`src/rtl/clock_div_sequencer.sv`:
```
// Programmable clock divider with a handshaked divisor that takes effect only at
// period boundaries. Define CLOCK_DIV_SEQUENCER_PERIOD_CHECK_EN for the simulation-only phase checker.
module clock_div_sequencer #(
  parameter int WIDTH     = 8,
  parameter int RESET_DIV = 2
) (
  input  logic             clock,
  input  logic             reset,
  input  logic             enable,
  input  logic             div_valid,
  input  logic [WIDTH-1:0] div_bits,
  output logic             div_ready,
  output logic             clock_d,
  output logic             busy
);

  typedef enum logic [1:0] {
    IDLE,
    RUN_HIGH,
    RUN_LOW
  } stateT;

  stateT            state, stateNext;
  logic [WIDTH-1:0] activeDiv, activeNext;
  logic [WIDTH-1:0] pendDiv, pendDivNext;
  logic             pendValid, pendValidNext;
  logic [WIDTH-1:0] phase, phaseNext;
  logic [WIDTH-1:0] effDiv, highCount, lowCount, loadDiv;
  logic             handshake, lastHigh, lastLow, clockDNext;

  assign div_ready = ~pendValid;
  assign busy      = (state != IDLE);
  assign handshake = div_valid & div_ready;

  // A divisor of 1 cannot make a high and a low phase, so it runs as 2.
  assign effDiv    = (activeDiv == WIDTH'(1)) ? WIDTH'(2) : activeDiv;
  assign highCount = effDiv >> 1;
  assign lowCount  = effDiv - highCount;
  assign lastHigh  = (phase == highCount - WIDTH'(1));
  assign lastLow   = (phase == lowCount - WIDTH'(1));

  always_comb begin
    // NOTE: every output of this block gets a default first so no path infers a latch.
    stateNext     = state;
    phaseNext     = phase;
    activeNext    = activeDiv;
    pendDivNext   = pendDiv;
    pendValidNext = pendValid;
    loadDiv       = activeDiv;

    case (state)
      IDLE: begin
        if (handshake) loadDiv = div_bits;
        activeNext = loadDiv;
        if (enable && (loadDiv != '0)) begin
          stateNext = RUN_HIGH;
          phaseNext = '0;
        end
      end

      RUN_HIGH: begin
        if (handshake) begin
          pendValidNext = 1'b1;
          pendDivNext   = div_bits;
        end
        if (lastHigh) begin
          stateNext = RUN_LOW;
          phaseNext = '0;
        end else begin
          phaseNext = phase + WIDTH'(1);
        end
      end

      RUN_LOW: begin
        if (handshake) begin
          pendValidNext = 1'b1;
          pendDivNext   = div_bits;
        end
        if (lastLow) begin
          // Period boundary: promote the pending divisor before deciding to stop.
          if (pendValid) begin
            loadDiv       = pendDiv;
            pendValidNext = 1'b0;
          end
          activeNext = loadDiv;
          phaseNext  = '0;
          stateNext  = (enable && (loadDiv != '0)) ? RUN_HIGH : IDLE;
        end else begin
          phaseNext = phase + WIDTH'(1);
        end
      end

      default: stateNext = IDLE;
    endcase

    clockDNext = (stateNext == RUN_HIGH);
  end

  // NOTE: state registers use non-blocking assignments so every flop samples pre-edge values.
  always_ff @(posedge clock or posedge reset) begin
    if (reset) begin
      state     <= IDLE;
      phase     <= '0;
      activeDiv <= WIDTH'(RESET_DIV);
      pendDiv   <= '0;
      pendValid <= 1'b0;
      clock_d   <= 1'b0;
    end else begin
      state     <= stateNext;
      phase     <= phaseNext;
      activeDiv <= activeNext;
      pendDiv   <= pendDivNext;
      pendValid <= pendValidNext;
      clock_d   <= clockDNext;
    end
  end

`ifdef CLOCK_DIV_SEQUENCER_PERIOD_CHECK_EN
  // Measures each completed high run of clock_d and each completed running low run.
  int unsigned highRun, lowRun;

  always @(posedge clock or posedge reset) begin
    if (reset) begin
      highRun <= 0;
      lowRun  <= 0;
    end else if (clock_d) begin
      if (!clockDNext) begin
        if (highRun + 1 != int'(highCount))
          $fatal(1, "clock_d high run %0d, expected %0d", highRun + 1, highCount);
        highRun <= 0;
        lowRun  <= 0;
      end else begin
        highRun <= highRun + 1;
      end
    end else if (state == RUN_LOW) begin
      if (stateNext != RUN_LOW) begin
        if (lowRun + 1 != int'(lowCount))
          $fatal(1, "clock_d low run %0d, expected %0d", lowRun + 1, lowCount);
        lowRun <= 0;
      end else begin
        lowRun <= lowRun + 1;
      end
    end
  end
`endif

endmodule

```
`config.mk`:
```
export PLATFORM = sky130hd
export DESIGN_NAME = clock_div_sequencer
export DESIGN_NICKNAME = d
export VERILOG_FILES = /design/src/rtl/clock_div_sequencer.sv
export SDC_FILE = /design/constraint.sdc
export NUM_CORES = 1
export LEC_CHECK = 0
export BUFFER_PORTS_ARGS = -buffer_cell sky130_fd_sc_hd__buf_2
export CAP_MARGIN = 20
export CORE_MARGIN = 8
export CORE_UTILIZATION = 41
export CTS_CLUSTER_SIZE = 24
export DETAILED_ROUTE_END_ITERATION = 8
export GPL_ROUTABILITY_DRIVEN = 0
export PLACE_DENSITY = 0.64
export SYNTH_ARGS = -nofsm -noshare
export SYNTH_HDL_FRONTEND = slang
export SYNTH_SLANG_ARGS = --single-unit
```
`constraint.sdc`:
```
create_clock -name clock -period 11.52 [get_ports clock]
set_input_delay 0.576 -clock clock [delete_from_list [all_inputs] [get_ports clock]]
set_output_delay 0.576 -clock clock [all_outputs]
set_load 0.02 [all_outputs]
```
* Word-level counts from Yosys, hierarchy flattened
Cells that the tools add are included.
W data, S select, Z words.
** Storage, ports and cells
- Memory bits (read-only) :: 0
- Bits in latches :: 0
- Input port bits :: 12
- Register bits after elaboration :: 28
- Output and inout bits :: 3
- Memory bits (writable) :: 0
- Memories kept :: 0
** Cells by class
- Shift operators :: 0
- $lt $le $gt $ge :: 0
- $add $sub $neg :: 4
- Div/mod/pow operators :: 0
- Reductions and logical operators :: 13
- Bitwise logic cells :: 2
- Muxes and demuxes :: 21
- Equality and inequality tests :: 8
- Multiply operators :: 0
** Operator list (count)
- $mux W8 :: 10
- $pmux W8 S3 :: 1
- $eq A8 B8 Y1 :: 2
- $pmux W8 S2 :: 1
- $reduce_bool A8 Y1 :: 2
- $add A8 B1 Y8 const B :: 1
- $eq A8 B1 Y1 const B :: 1
- $sub A7 B1 Y8 const B :: 1
- $sub A8 B1 Y8 const B :: 1
- $sub A8 B7 Y8 :: 1
- $mux W2 :: 3
- $pmux W2 S3 :: 1
- $reduce_and A2 Y1 :: 3
- $reduce_bool A2 Y1 :: 3
- $eq A2 B1 Y1 const B :: 2
- $mux W1 :: 4
- $ne A2 B2 Y1 const B :: 2
- $reduce_bool A3 Y1 :: 1
- $eq A2 B2 Y1 const B :: 1
- $logic_and A1 B1 Y1 :: 2
- $logic_not A2 Y1 :: 1
- $pmux W1 S2 :: 1
- $reduce_or A2 Y1 :: 1
- $and A1 B1 Y1 :: 1
- $not A1 Y1 :: 1

* Logic depth before layout (Yosys ltp)
- Depth in word-level cells :: 13
- Mapped depth :: 17

* Least setup slack after synthesis
Ideal clock, no wire load.
- Path type :: reg2reg
- Start :: reg activeDiv[1]
- End :: reg phase[0]
- Path slack :: 7.799 ns
- Stages on the path, launching flop included :: 17
- Library setup time :: 0.125 ns
- Clock period less this slack :: 3.721 ns
- Data required time :: 11.395 ns
- Arrival time :: 3.597 ns
- Path buffers :: 2
- Path through :: dfstp_2 > buf_6 > inv_1 > ha_1 > and4_4 > buf_6 > nor2_1 > inv_1 > fa_1 > nor2b_1 > a221oi_1 > xnor2_1 > nand4_1 > a2111oi_4 > o32ai_2 > and2_1 > mux2_2
** Between the ends
- Longest elaborated chain between the ends :: 7
** RTL lines
- start, declared :: line 24 : logic [WIDTH-1:0] activeDiv, activeNext;
- start signal, assigned :: line 104 : activeDiv <= WIDTH'(RESET_DIV);
- start signal, assigned :: line 111 : activeDiv <= activeNext;
- $eq A8 B1 Y1 :: line 36 : assign effDiv = (activeDiv == WIDTH'(1)) ? WIDTH'(2) : activeDiv;
- $mux W8 :: line 36
- $sub A8 B7 Y8 :: line 38 : assign lowCount = effDiv - highCount;
- $sub A8 B1 Y8 :: line 40 : assign lastLow = (phase == lowCount - WIDTH'(1));
- $eq A8 B8 Y1 :: line 40
- $mux W8 :: line 79 : if (lastLow) begin
- $pmux W8 S3 :: line 51 : case (state)
- end signal, assigned :: line 110 : phase <= phaseNext;
- end, declared :: line 27 : logic [WIDTH-1:0] phase, phaseNext;
Several ways; a longest one is shown, not always the timed one. The select of a mux whose other input is x is not followed.
A chain may end at the register's enable or synchronous reset.

* Final worst setup path
Same ends and word-level chain as after synthesis.

==> summary.txt <==
Global routing
  – Overflow after GRT: 0
  – Tot GR Track Use: 0.1375
  – Largest net degree at the start of global routing: 22
  – Initial antenna violation count: 0
  – First-pass GRT wire length: 10.09 mm
  – Vias in the first global route: about 2000

Worst setup path
  – CP endpoint: phase[0]
  – CP peak stage delay: 0.67 ns
  – Crit path arrival time: 4.27 ns
  – Buf+Inv Stages, Crit Path: 2
  – Slowest cell on crit path: dfstp_2
  – WP depth: 14
  – Register-to-register setup slack: 7.41 ns
  – RR Startpoint: activeDiv[1]
  – Worst Path Max Fanout: 8
  – Critical path class: register to register
  – R2R Path End: phase[0]
  – Most numerous cell on the critical path: inv_1
  – Cell family with most CP delay: simple AND/OR/NAND/NOR gates
  – Worst Setup SP: activeDiv[1]
  – Worst Setup End Kind: register
  – WP data required: 11.68 ns
  – CP startpoint kind: register
  – Crit-path cells: inv_1 -> ha_1 -> and4_4 -> nor2_1 -> inv_1 -> fa_1 -> nor2b_1 -> a221oi_1 -> xnor2_1 -> nand4_1 -> a2111oi_4 -> o32ai_2 -> and2_1 -> mux2_2
  – Worst Reg-to-Reg Cells: 14

Layout
  – Final instance area: about 2700 µm²
  – Nets@finish: 322
  – Non-filler cells, final: 362
  – Share of post-route cells with drive strength above 1: 0.1498
  – Final core utilization: 0.4565
  – Area Overhead vs Synth: 7.521%
  – Antenna cells: 0

Detailed routing
  – DRT Pass-1 Iters: 4
  – Total number of vias: 2074
  – DRC errors left: 0
  – Post-DRT Antenna Nets: 0
  – Wirelength per Cell: 15.98 µm
  – Vias per Instance: about 5.7
  – Final wirelength: 5.783 mm
  – Drt initial violations: 110

STA
  – Tcrit/Tclk final: 0.3568
  – Post-layout minimum cycle time: 4.110 ns
  – RSZ-0062 raised after global routing: no
  – Worst-margin pin slew: around 0.77 ns
  – Final WS setup: approximately 7.4 ns
  – Setup TNS: 0 ns
  – Relative slew slack: 0.4745
  – Max Slew Vio Count: 0
  – Hold Slack: 0.3289 ns
  – Final Hold Fails: 0
  – Final Setup Violations: 0
  – Fmax: 243.3 MHz
  – Skew final: 0.006493 ns

Synth
  – Top post-synthesis cells by count: dfrtp_1 (27), nor2_1 (26), ha_1 (21), inv_1 (17), a211oi_1 (15)
  – Sequential fraction of the synthesis area: 0.2776
  – Most numerous cell in the Yosys netlist: dfrtp_1
  – Syn Nets: 313
  – YS warnings: 0
  – Ranking of synthesized cells by area: dfrtp_1 (27%), ha_1 (10%), xnor2_1 (4.8%)
  – Mux contribution to synthesized area: 0.07373
  – Ys flop type: dfrtp_1
  – Netlist cell types: 58
  – Post-synth ARST share: 1.000
  – Compound-Gate Fraction of Synth Area: 0.1964
  – Leading area contributor after synthesis: dfrtp_1
  – Synthesized cell area: 2529 µm²
  – Post-synthesis cell count: 279
  – Synth Area in Simple Gates: 0.2103
  – Adder-Cell Fraction of Synth Area: 0.1118
  – Syn Area/Cell: 9.063 µm²
  – Yosys top cell area share: 0.2672
  – Post-synth EDFFs: 0
  – Largest family of logic cells by synthesized area: simple AND/OR/NAND/NOR gates
  – Xor and xnor area share after synthesis: 0.07966
  – Yosys reg bits: 28

Floorplanning
  – Die Y: 94.54 µm
  – Chip width: 94.54 µm
  – Die area: 8937 µm²
  – CORE AREA: 5956 µm²
  – Initial Util: 0.4246
  – Boundary Pins: 15
  – Row count: 28

Power
  – Cell Pwr Density: 174.2 nW/µm²
  – Peak VDD IR: 0.00009543 V
  – Leak: 1.259 nW
  – Final Power: around 0.47 mW

Clocking
  – Worst skew pair latency: about 0.27 ns
  – # Post-CTS Setup Buffers: 0
  – CTS root buf: clkbuf_8
  – Clk slew on worst S/H paths: 0.10 ns
  – CTS Buf Count: 3
  – CTS Hold Buffers Added: 0
  – H-tree depth: 1
  – CTS tree: yes
  – Clock tree sinks: 28
  – Post_cts resized: 0
  – Clock buffer depth: 2

Place
  – I/O Buffers: 14
  – Cell count after placement: 357
  – Dpl cell area: 2656 µm²
  – Pre-CTS setup slack: 7.461 ns
  – DP HPWL: 4.547 mm

Hold path
  – Worst Hold Class: primary input to async pin

Status
  – Outcome: finished clean

Run
  – MaxCap Viol Count: 0
metal layers:
metal,vias up,track usage,part of all wire
met3,7,0.01984,0.028
met2,43,0.2207,0.45
met4,0,0.03771,0.013
li1,1014,-,-
met5,-,0,0
met1,1010,0.1876,0.51
logic make-up (layout without fill, tap and decap cells):
family | Yosys count | in the layout
AOI/OAI and AO/OA | 68 | 68
xor gates and xnor gates | 23 | 23
adders and majority gates | 22 | 22
buffers and inverters | 29 | 37
DFF | 28 | 28
muxes | 17 | 17
and+or+nand+nor | 92 | 92
worst min path at each step:
| stage | startpoint | end | cells after the start | slack [ns] |
|---|---|---|---|---|
| global route | reset | state[1] | 2 | 0.38 |
| global placement | pendDiv[7] | pendDiv[7] | 1 | 0.52 |
| detailed placement | pendDiv[1] | pendDiv[1] | 1 | 0.52 |
| floorplan | pendDiv[0] | pendDiv[0] | 1 | 0.50 |
| CTS | reset | state[0] | 2 | 0.33 |
| finish | reset | state[0] | 2 | 0.33 |
flip-flops by register name (all words and copies together) (netlist names):
signal     flops
activeDiv      8
clock_d        1
pendDiv        8
pendValid      1
phase          8
state          2
where the power goes:
part	switching (mW)	total [mW]	internal, mW
logic	0.155	0.275	0.119
registers	0.0251	0.138	0.113
clock network	0.0301	0.0607	0.0306
cell type report:
type                       instances  area, µm²
multi-input combinational        222       1699
clock buffer                       4      55.05
inverter                          17      63.81
tap                               75      93.84
sequential                        28      701.9
fill                             586       3237
timing repair buffer              16      105.1
worst register-to-register path, delay by kind of cell, from the launching register on:
kind | cells | cell delay [ns]
AO/OA/AOI/OAI | 3 | 0.94
XOR/XNOR | 1 | 0.16
adder cells (fa/ha/maj) | 2 | 0.73
buffers and inverters | 2 | 0.27
flip-flops | 1 | 0.67
multiplexers | 1 | 0.26
AND/OR/NAND/NOR | 5 | 0.98
placed cells by master, fill, tap and decap left out, types with 3 or more instances in the layout:
cell type,n
dfrtp_1,27
nor2_1,26
ha_1,21
inv_1,17
a211oi_1,15
nand2_1,14
xnor2_1,14
buf_2,14
a21oi_1,13
o21ai_0,10
mux2_2,10
xor2_1,9
nor2b_1,8
a21o_1,7
mux2i_1,6
nor4_1,5
nand3_1,5
nor3_1,4
clkbuf_8,4
nand4_1,3
o211ai_1,3
and2_1,3
nand3b_1,3
or3_1,3
and3_1,3
Power figures use the tool's default switching activity.
